$ cat src/rtl/muldiv_seq.sv
// Iterative RV32M multiply/divide sequencer: one shift/add-subtract step per cycle.
// Optional MULDIV_ZERO_SKIP_EN: zero-operand multiplies and zero-dividend divides finish early.
module muldiv_seq #(
  parameter int unsigned XLEN  = 32,
  parameter int unsigned CNT_W = 5
) (
  input  logic            clk_i,
  input  logic            rst_i,
  input  logic            start_i,
  input  logic [2:0]      op_i,
  input  logic [XLEN-1:0] op1_i,
  input  logic [XLEN-1:0] op2_i,
  input  logic [4:0]      reg_waddr_i,
  input  logic            flush_i,
  output logic            stall_o,
  output logic            busy_o,
  output logic            valid_o,
  output logic            reg_we_o,
  output logic [4:0]      reg_waddr_o,
  output logic [XLEN-1:0] reg_wdata_o
);

  localparam int unsigned    AW      = 2 * XLEN;
  localparam logic [CNT_W-1:0] LAST  = CNT_W'(XLEN - 1);
  localparam logic [XLEN-1:0] MIN_NEG = {1'b1, {(XLEN-1){1'b0}}};

  typedef enum logic [1:0] {S_IDLE, S_CALC, S_FIX, S_DONE} state_e;

  state_e            state_q, state_d;
  logic [CNT_W-1:0]  cnt_q, cnt_d;
  logic [2:0]        op_q, op_d;
  logic [4:0]        waddr_q, waddr_d;
  logic [XLEN-1:0]   opb_q, opb_d;
  logic [AW-1:0]     acc_q, acc_d;
  logic              neg_q, neg_d;
  logic [XLEN-1:0]   res_q, res_d;

  // Operand decode for a new request
  logic            s1_signed, s2_signed, neg1, neg2;
  logic [XLEN-1:0] abs1, abs2;
  logic            div_zero, div_ovf, zero_skip;

  always_comb begin
    s1_signed = (op_i == 3'd1) || (op_i == 3'd2) || (op_i == 3'd4) || (op_i == 3'd6);
    s2_signed = (op_i == 3'd1) || (op_i == 3'd4) || (op_i == 3'd6);
    neg1      = s1_signed && op1_i[XLEN-1];
    neg2      = s2_signed && op2_i[XLEN-1];
    abs1      = neg1 ? (XLEN'(0) - op1_i) : op1_i;
    abs2      = neg2 ? (XLEN'(0) - op2_i) : op2_i;
    div_zero  = op_i[2] && (op2_i == '0);
    div_ovf   = ((op_i == 3'd4) || (op_i == 3'd6)) && (op1_i == MIN_NEG) && (op2_i == '1);
`ifdef MULDIV_ZERO_SKIP_EN
    zero_skip = (!op_i[2] && ((op1_i == '0) || (op2_i == '0))) ||
                (op_i[2] && (op1_i == '0) && (op2_i != '0));
`else
    zero_skip = 1'b0;
`endif
  end

  // One datapath iteration: acc holds {hi, lo} = {partial product, multiplier} or {remainder, quotient}
  logic [XLEN:0]   mul_sum, div_shl, div_diff;
  logic [AW-1:0]   mul_step, div_step;

  always_comb begin
    mul_sum  = acc_q[0] ? ({1'b0, acc_q[AW-1:XLEN]} + {1'b0, opb_q}) : {1'b0, acc_q[AW-1:XLEN]};
    mul_step = {mul_sum, acc_q[XLEN-1:1]};
    div_shl  = {acc_q[AW-1:XLEN], acc_q[XLEN-1]};
    div_diff = div_shl - {1'b0, opb_q};
    if (!div_diff[XLEN]) begin
      div_step = {div_diff[XLEN-1:0], acc_q[XLEN-2:0], 1'b1};
    end else begin
      div_step = {div_shl[XLEN-1:0], acc_q[XLEN-2:0], 1'b0};
    end
  end

  // Sign correction and result select
  logic [AW-1:0]   prod_fix;
  logic [XLEN-1:0] quo_fix, rem_fix, fix_res;

  always_comb begin
    prod_fix = neg_q ? (AW'(0) - acc_q) : acc_q;
    quo_fix  = neg_q ? (XLEN'(0) - acc_q[XLEN-1:0]) : acc_q[XLEN-1:0];
    rem_fix  = neg_q ? (XLEN'(0) - acc_q[AW-1:XLEN]) : acc_q[AW-1:XLEN];
    unique case (op_q)
      3'd0:                fix_res = prod_fix[XLEN-1:0];
      3'd1, 3'd2, 3'd3:    fix_res = prod_fix[AW-1:XLEN];
      3'd4, 3'd5:          fix_res = quo_fix;
      default:             fix_res = rem_fix;
    endcase
  end

  always_comb begin
    state_d = state_q;
    cnt_d   = cnt_q;
    op_d    = op_q;
    waddr_d = waddr_q;
    opb_d   = opb_q;
    acc_d   = acc_q;
    neg_d   = neg_q;
    res_d   = res_q;
    unique case (state_q)
      S_IDLE: begin
        if (start_i) begin
          op_d    = op_i;
          waddr_d = reg_waddr_i;
          cnt_d   = '0;
          neg_d   = (op_i == 3'd6) ? neg1 : (neg1 ^ neg2);
          if (op_i[2]) begin
            opb_d = abs2;
            acc_d = {XLEN'(0), abs1};
          end else begin
            opb_d = abs1;
            acc_d = {XLEN'(0), abs2};
          end
          if (div_zero) begin
            res_d   = op_i[1] ? op1_i : '1;
            state_d = S_DONE;
          end else if (div_ovf) begin
            res_d   = op_i[1] ? '0 : MIN_NEG;
            state_d = S_DONE;
          end else if (zero_skip) begin
            res_d   = '0;
            state_d = S_DONE;
          end else begin
            state_d = S_CALC;
          end
        end
      end
      S_CALC: begin
        acc_d = op_q[2] ? div_step : mul_step;
        cnt_d = cnt_q + CNT_W'(1);
        if (cnt_q == LAST) begin
          cnt_d   = '0;
          state_d = S_FIX;
        end
      end
      S_FIX: begin
        res_d   = fix_res;
        state_d = S_DONE;
      end
      S_DONE:  state_d = S_IDLE;
      default: state_d = S_IDLE;
    endcase
    if (flush_i) begin
      state_d = S_IDLE;
      cnt_d   = '0;
    end
  end

  always_ff @(posedge clk_i or negedge rst_i) begin
    if (!rst_i) begin
      state_q <= S_IDLE;
      cnt_q   <= '0;
      op_q    <= '0;
      waddr_q <= '0;
      opb_q   <= '0;
      acc_q   <= '0;
      neg_q   <= 1'b0;
      res_q   <= '0;
    end else begin
      state_q <= state_d;
      cnt_q   <= cnt_d;
      op_q    <= op_d;
      waddr_q <= waddr_d;
      opb_q   <= opb_d;
      acc_q   <= acc_d;
      neg_q   <= neg_d;
      res_q   <= res_d;
    end
  end

  // Write-back strobe comes from registered state; a same-cycle flush suppresses it
  always_comb begin
    valid_o     = 1'b0;
    reg_we_o    = 1'b0;
    reg_waddr_o = '0;
    reg_wdata_o = '0;
    if ((state_q == S_DONE) && !flush_i) begin
      valid_o     = 1'b1;
      reg_we_o    = 1'b1;
      reg_waddr_o = waddr_q;
      reg_wdata_o = res_q;
    end
    busy_o  = (state_q != S_IDLE);
    stall_o = ((state_q == S_IDLE) && start_i) || (state_q == S_CALC) || (state_q == S_FIX);
  end

endmodule

$ cat config.mk
export PLATFORM = sky130hd
export DESIGN_NAME = muldiv_seq
export DESIGN_NICKNAME = d
export VERILOG_FILES = /design/src/rtl/muldiv_seq.sv
export SDC_FILE = /design/constraint.sdc
export NUM_CORES = 1
export LEC_CHECK = 0
export BUFFER_PORTS_ARGS = -buffer_cell sky130_fd_sc_hd__buf_2
export CORE_MARGIN = 5
export CORE_UTILIZATION = 50
export CTS_CLUSTER_SIZE = 25
export DETAILED_ROUTE_END_ITERATION = 16
export PLACE_DENSITY = 0.77
export SYNTH_ARGS = -nofsm -noshare
export SYNTH_HDL_FRONTEND = slang
export SYNTH_SLANG_ARGS = --single-unit
$ cat constraint.sdc
create_clock -name clk_i -period 10.7 [get_ports clk_i]
set_input_delay 1.07 -clock clk_i [delete_from_list [all_inputs] [get_ports clk_i]]
set_output_delay 1.07 -clock clk_i [all_outputs]
set_load 0.05 [all_outputs]
==> results.ini, run 1 <==
[power]
pwr_density_cell_nw_per_um2 = 298
power.internal_uw = 2350
switching_power_uw = 2700
p_comb_frac = 0.655
p_leak_uw = 0.00722
p_seq_frac = 0.221
clkPwrFrac = 0.124
swShare = 0.535
peakVddDrop_uv = 152

[clocking]
post_cts_buffers = 0
ctsHoldBuffers = 0
cts_sinks = 144
ctsResizeCount = 0
clock_path_buffers = 2
cts_buffers = 17
cts_max_level = 4
root_buffer = clkbuf_16
clkLatencyLatePin_ns = 0.44
clk_pin_slew_ns = 0.07
cts_tree = done

[timing]
period_share = 0.409
fin_crit_ns = 4.38
setup_viol = 0
hold_viol = 0
rsz0062_at_grt = false
tns_ns = 0
slew_headroom = 0.245
worst_slew_pin_slew_ns = 1.13
slew_viol_final = 0
max_freq_ghz = 0.228
worst_slack_ns = 6.32
hold_slack_ns = 0.509
fin_skew_ns = 0.0156

[die]
pin_count = 117
coreArea_um2 = 31300
rows = 65
fp.dieW_um = 187
start_util = 0.503
die-area_um2 = 35100
fp.dieH_um = 187

[run]
cap_violations = 0

[layout]
synthToLayoutAreaGrowth_pct = 7.72
fin_nets = 2258
final_cell_area_um2 = 17000
antennaDiodeCount = 0
drive_above_1_share = 0.114
final_cells = 2520

[global_route]
grt_pass1_vias = 15300
grt_overflow_total = 0
grt.total_usage = 0.315
antenna_found_initial = 3
grt_max_degree = 111
grt_pass1_wl_um = 88700

[setup_path]
cp.required_ns = 11.02
startpoint_type = input pin
reg2regPathDepth = 13
worstPathMaxFanout = 110
rr_endpoint = acc_q[37]$_DFFE_PN0P_
slowest_stage = buf_4
critPathMaxStageDelay_ns = 0.67
path_cells = buf_2 -> buf_4 -> inv_1 -> nor4_1 -> nand4_1 -> o31ai_1 -> nand3_1 -> o21ai_4 -> buf_4 -> o31ai_1 -> o32a_1
crit_path_end_kind = flop
r2r-start = acc_q[31]$_DFFE_PN0P_
setup.reg_to_reg.worst_slack_ns = 6.60
worst-setup-path-type = in2reg
arrival_ns = 4.69

[place]
io_buffer_count = 116
dpl_worst_slack_ns = 5.99
placed_cell_area_um2 = 16400
routabilityCongestion = 0.999
hpwl_um = 43400
placed_cells = 2488

[min_path]
hold_start = res_q[24]$_DFFE_PN0P_
min_path_type = reg2reg
min_to = res_q[24]$_DFFE_PN0P_
min_delay_path_depth = 1

[outcome]
status = finished clean

[synthesis]
netlist_top_cells_count = nor2_1 (220), a21oi_1 (213), o21ai_0 (178), nand2_1 (162), dfrtp_1 (144)
synthAdderAreaFrac = 0.0621
synth.top_cell.area_share = 0.229
syn_area_um2 = 15700
yosysTopAreaCell = dfrtp_1
synthMuxAreaShare = 0.0630
synth-simple-area-share = 0.203
synth_compound_area_frac = 0.283
synth_ff_type = dfrtp_1
avgSynthCellArea_um2 = 7.45
synthXorXnorAreaFrac = 0.0985
synth_area_leaders = dfrtp_1 (23%), a21oi_1 (6.8%), ha_1 (6.0%), o21ai_0 (5.7%), nor2_1 (5.2%)
synth_fp_nets = 2267
syn_inst = 2114
synth_cell_types = 86
ys_seq_elements = 144
async_reset_ff_frac = 1.00
synth_edf_count = 0
yosysWarningCount = 0
synth_top_family_by_area = compound AO/OA/AOI/OAI gates
post-synth-top-count-cell = nor2_1
ys_seq_area_frac = 0.229

[routing]
via_count = 16600
ant_nets = 0
via_per_inst = 6.58
avgRoutedWirePerCell_um = 22.8
drt-total-wl_um = 57400
drc_errors = 0
detail_route.iter0.violations = 2185
drt_first_pass_iters = 8

-- power groups by stage --
stage | Clock (uW) | Combinational, uW | Sequential, uW
2_1_floorplan | 0 | 2540 | 915
5_1_grt | 650 | 3590 | 1140
3_3_place_gp | 0 | 3130 | 1100
4_1_cts | 623 | 3220 | 1100
6_report | 625 | 3310 | 1120
3_5_place_dp | 0 | 3200 | 1110
-- worst max path at each step --
stage                         from               endpoint  slack (ns)  cells past startpoint
after floorplan           op2_i[5]  res_q[12]$_DFFE_PN0P_        7.10                      9
after global placement     op_i[2]  res_q[22]$_DFFE_PN0P_        6.14                      8
after detailed placement   op_i[2]  res_q[15]$_DFFE_PN0P_        5.99                     11
after CTS                  op_i[2]  res_q[15]$_DFFE_PN0P_        6.42                     11
after global routing       op_i[2]  res_q[22]$_DFFE_PN0P_        6.03                      8
final                      op_i[2]  res_q[15]$_DFFE_PN0P_        6.32                     11
-- area by class of cell --
cell class	count	area, um2
Clock buffer	18	439
Sequential cell	144	3610
Tap cell	402	503
Fill cell	2947	14400
Timing Repair Buffer	136	737
Inverter	83	312
Clock inverter	14	148
Multi-Input combinational cell	1723	11200
-- layout by cell type (no fill, tap or decap), types with 40 or more instances in the layout --
cell / instances
nor2_1: 220
a21oi_1: 213
o21ai_0: 178
nand2_1: 161
dfrtp_1: 142
buf_2: 115
xnor2_1: 92
xor2_1: 85
inv_1: 82
ha_1: 75
mux2i_1: 53
nor3_1: 50
and2_1: 47
mux2_2: 40
-- registers in the layout, indices dropped and copies added (netlist names) --
register,count
acc_q,64
cnt_q,5
neg_q,1
op_q,3
opb_q,32
res_q,32
state_q,2
waddr_q,5
-- logic make-up (layout without fill, tap and decap cells) --
kind of cell,count (synthesis),after routing
adder cells (fa/ha/maj),77,77
AO/OA/AOI/OAI,714,714
buffers and inverters,247,251
flip-flops,144,144
XOR/XNOR,177,177
AND/OR/NAND/NOR,661,661
multiplexers,94,94
-- critical path: cells and delay by family --
| family | cells | cell delay, ns |
|---|---|---|
| compound gates | 4 | 0.83 |
| simple gates | 3 | 0.88 |
| buf+inv | 4 | 1.82 |
-- per-layer routing --
layer  GRT usage  vias up  part of all wire
met3      0.0776      167              0.10
li1            -     7661                 -
met5           0        -           0.00080
met1       0.418     7835              0.40
met4       0.143        6             0.052
met2       0.485      925              0.44
-- through the flow --
step | utilization | power [uW]
after CTS | 0.542 | 4940
after detailed placement | 0.523 | 4310
after global routing | 0.542 | 5380
after floorplan | - | 3450
final | 0.542 | 5050
after global placement | 0.523 | 4230
Power figures use the tool's default switching activity.
==> run 2, diff against run 1 <==
PLACE_DENSITY = 0.8   (was 0.77)
clock period = 3.9 ns   (was 10.7 ns; I/O delays follow)
==> run 2 against run 1 <==
Effect of this change:
- setup slack lost 6.1 ns
- count of clock-buffer cells in the layout fell by 1
- via count up 3.6%
- first-iteration DRC count is 4.4% higher
- largest power group unchanged
==> results.ini, run 2 (synthesized netlist as in run 1, its figures left out) <==
[outcome]
status = finished clean

[timing]
hold_viol = 0  ; unchanged
slew_headroom = 0.161  ; -0.0839
rsz0062_at_grt = false
slew_viol_final = 0  ; unchanged
worst_slew_pin_slew_ns = 1.25  ; +0.123 ns
fin_skew_ns = 0.0141  ; -0.00146 ns
tns_ns = 0  ; unchanged
fin_crit_ns = 3.70
period_share = 0.948
setup_viol = 0  ; unchanged
max_freq_ghz = 0.271

[layout]
largest_reg_flops = 64  ; unchanged
reg_top3 = acc_q: 64 flops, opb_q: 32 flops, res_q: 32 flops
top_register = acc_q
fin_nets = 2318  ; +2.7%
drive_above_1_share = 0.138  ; +0.0240
fillers = 2877  ; -2.4%
mostFrequentLayoutCells = nor2_1 (220), a21oi_1 (213), o21ai_0 (178)
final_cells = 2581  ; +2.4%
final_common_cell = nor2_1
synthToLayoutAreaGrowth_pct = 10.6

[global_route]
grt_pass1_wl_um = 88800  ; +0.20%
grt_overflow_total = 0  ; unchanged
grt.total_usage = 0.313  ; -0.00136
grt_max_degree = 107  ; -3.6%
antenna_found_initial = 0  ; -3
grt_pass1_vias = 15900  ; +3.8%

[setup_path]
r2r-start = acc_q[32]$_DFFE_PN0P_
cp.required_ns = 4.28  ; -6.74 ns
startpoint_type = flop
reg2regPathDepth = 12  ; -1
worst-setup-path-type = reg2reg
worstPathMaxFanout = 22  ; -80%
setup.reg_to_reg.worst_slack_ns = 0.20  ; -6.40 ns
arrival_ns = 4.08  ; -0.61 ns
crit_path_end_kind = flop
rr_endpoint = acc_q[56]$_DFFE_PN0P_

[clocking]
root_buffer = clkbuf_16
cts_sinks = 144  ; unchanged
clock_path_buffers = 2  ; unchanged
ctsHoldBuffers = 0  ; unchanged
post_cts_buffers = 0  ; unchanged
cts_buffers = 17  ; unchanged
cts_max_level = 4  ; unchanged
clk_pin_slew_ns = 0.08  ; about the same
ctsResizeCount = 0  ; unchanged
clkLatencyLatePin_ns = 0.45  ; about the same
cts_tree = done

[die]
coreArea_um2 = 31300  ; unchanged
start_util = 0.503  ; unchanged
fp.dieW_um = 187  ; unchanged
pin_count = 117  ; unchanged
rows = 65  ; unchanged
fp.dieH_um = 187  ; unchanged
die-area_um2 = 35100  ; unchanged

[power]
p_leak_uw = 0.00751  ; +4.1%
peakVddDrop_uv = 477  ; +210%
pwr_density_cell_nw_per_um2 = 809  ; +170%

[routing]
via_count = 17200  ; +3.6%
ant_nets = 0  ; unchanged
detail_route.iter0.violations = 2281  ; +4.4%
via_per_inst = 6.66  ; +1.1%
avgRoutedWirePerCell_um = 22.3  ; -2.3%
drc_errors = 0  ; unchanged
drt-total-wl_um = 57400  ; +0.11%
drt_first_pass_iters = 6  ; -2

[place]
io_buffer_count = 116  ; unchanged
routabilityCongestion = 1.07  ; +7.4%
hpwl_um = 44000  ; +1.3%
placed_cells = 2548  ; +2.4%

[run]
cap_violations = 0  ; unchanged

[min_path]
min_path_type = in2async

-- run 2: cell count changes in the layout (fill, tap and decap cells not counted), sizes merged --
cell / previous run / this run
buf: 136 / 196
bufinv: 1 / 0
clkbuf: 18 / 17
clkinv: 5 / 4
clkinvlp: 2 / 3
diode: 0 / 1
inv: 89 / 91
-- run 2: worst max path at each step --
| stage | start | to | slack (ns) |
|---|---|---|---|
| after floorplan | acc_q[0]$_DFFE_PN0P_ | res_q[26]$_DFFE_PN0P_ | 0.33 |
| after global placement | acc_q[32]$_DFFE_PN0P_ | acc_q[56]$_DFFE_PN0P_ | 0.25 |
| after detailed placement | acc_q[32]$_DFFE_PN0P_ | acc_q[56]$_DFFE_PN0P_ | 0.14 |
| after CTS | acc_q[32]$_DFFE_PN0P_ | acc_q[56]$_DFFE_PN0P_ | 0.11 |
| after global routing | acc_q[32]$_DFFE_PN0P_ | acc_q[59]$_DFFE_PN0P_ | 0.07 |
| final | acc_q[32]$_DFFE_PN0P_ | acc_q[56]$_DFFE_PN0P_ | 0.20 |
-- run 2: cell type report --
class / instances / area, um2 / share of cell area
Multi-Input combinational cell: 1723 / 11200 / 0.644
Clock inverter: 15 / 144 / 0.00826
Sequential cell: 144 / 3610 / 0.207
Tap cell: 402 / 503 / 0.0289
Inverter: 83 / 312 / 0.0179
Antenna cell: 1 / 2.50 / 0.000144
Clock buffer: 17 / 425 / 0.0244
Timing Repair Buffer: 196 / 1200 / 0.0689
-- run 2: power breakdown --
group | switching [uW] | internal [uW]
registers | 848 | 2100
clock network | 822 | 849
logic | 5830 | 3630
-- run 2: critical path, cell delays in order, from the launching register on --
cell and delay [ns]:
dfrtp_1 0.47, inv_1 0.17, fa_1 0.43, nand2b_1 0.21
a21o_1 0.22, a211oi_1 0.30, o31a_1 0.28, o21a_1 0.25
o311a_4 0.46, buf_4 0.29, nor3_1 0.07, a311oi_1 0.30
a22o_1 0.19
-- run 2: metal layers --
metal,GRT usage,part of all wire,vias up
li1,-,-,7794
met1,0.416,0.39,8046
met2,0.485,0.44,1141
met3,0.0775,0.12,204
met4,0.140,0.052,0
met5,0,0,-
-- run 2: through the flow --
stage / hold WS [ns] / total power [uW] / setup slack [ns] / util / cell area (um2)
CTS: 0.0681 / 13700 / 0.112 / 0.556 / 17400
detailed placement: 0.487 / 12000 / 0.137 / 0.538 / 16800
floorplan: 0.0944 / 9470 / 0.327 / - / 15700
global route: 0.0817 / 14900 / 0.0742 / 0.556 / 17400
finish: 0.0392 / 14100 / 0.205 / 0.556 / 17400
global placement: 0.479 / 11800 / 0.253 / 0.538 / 16800
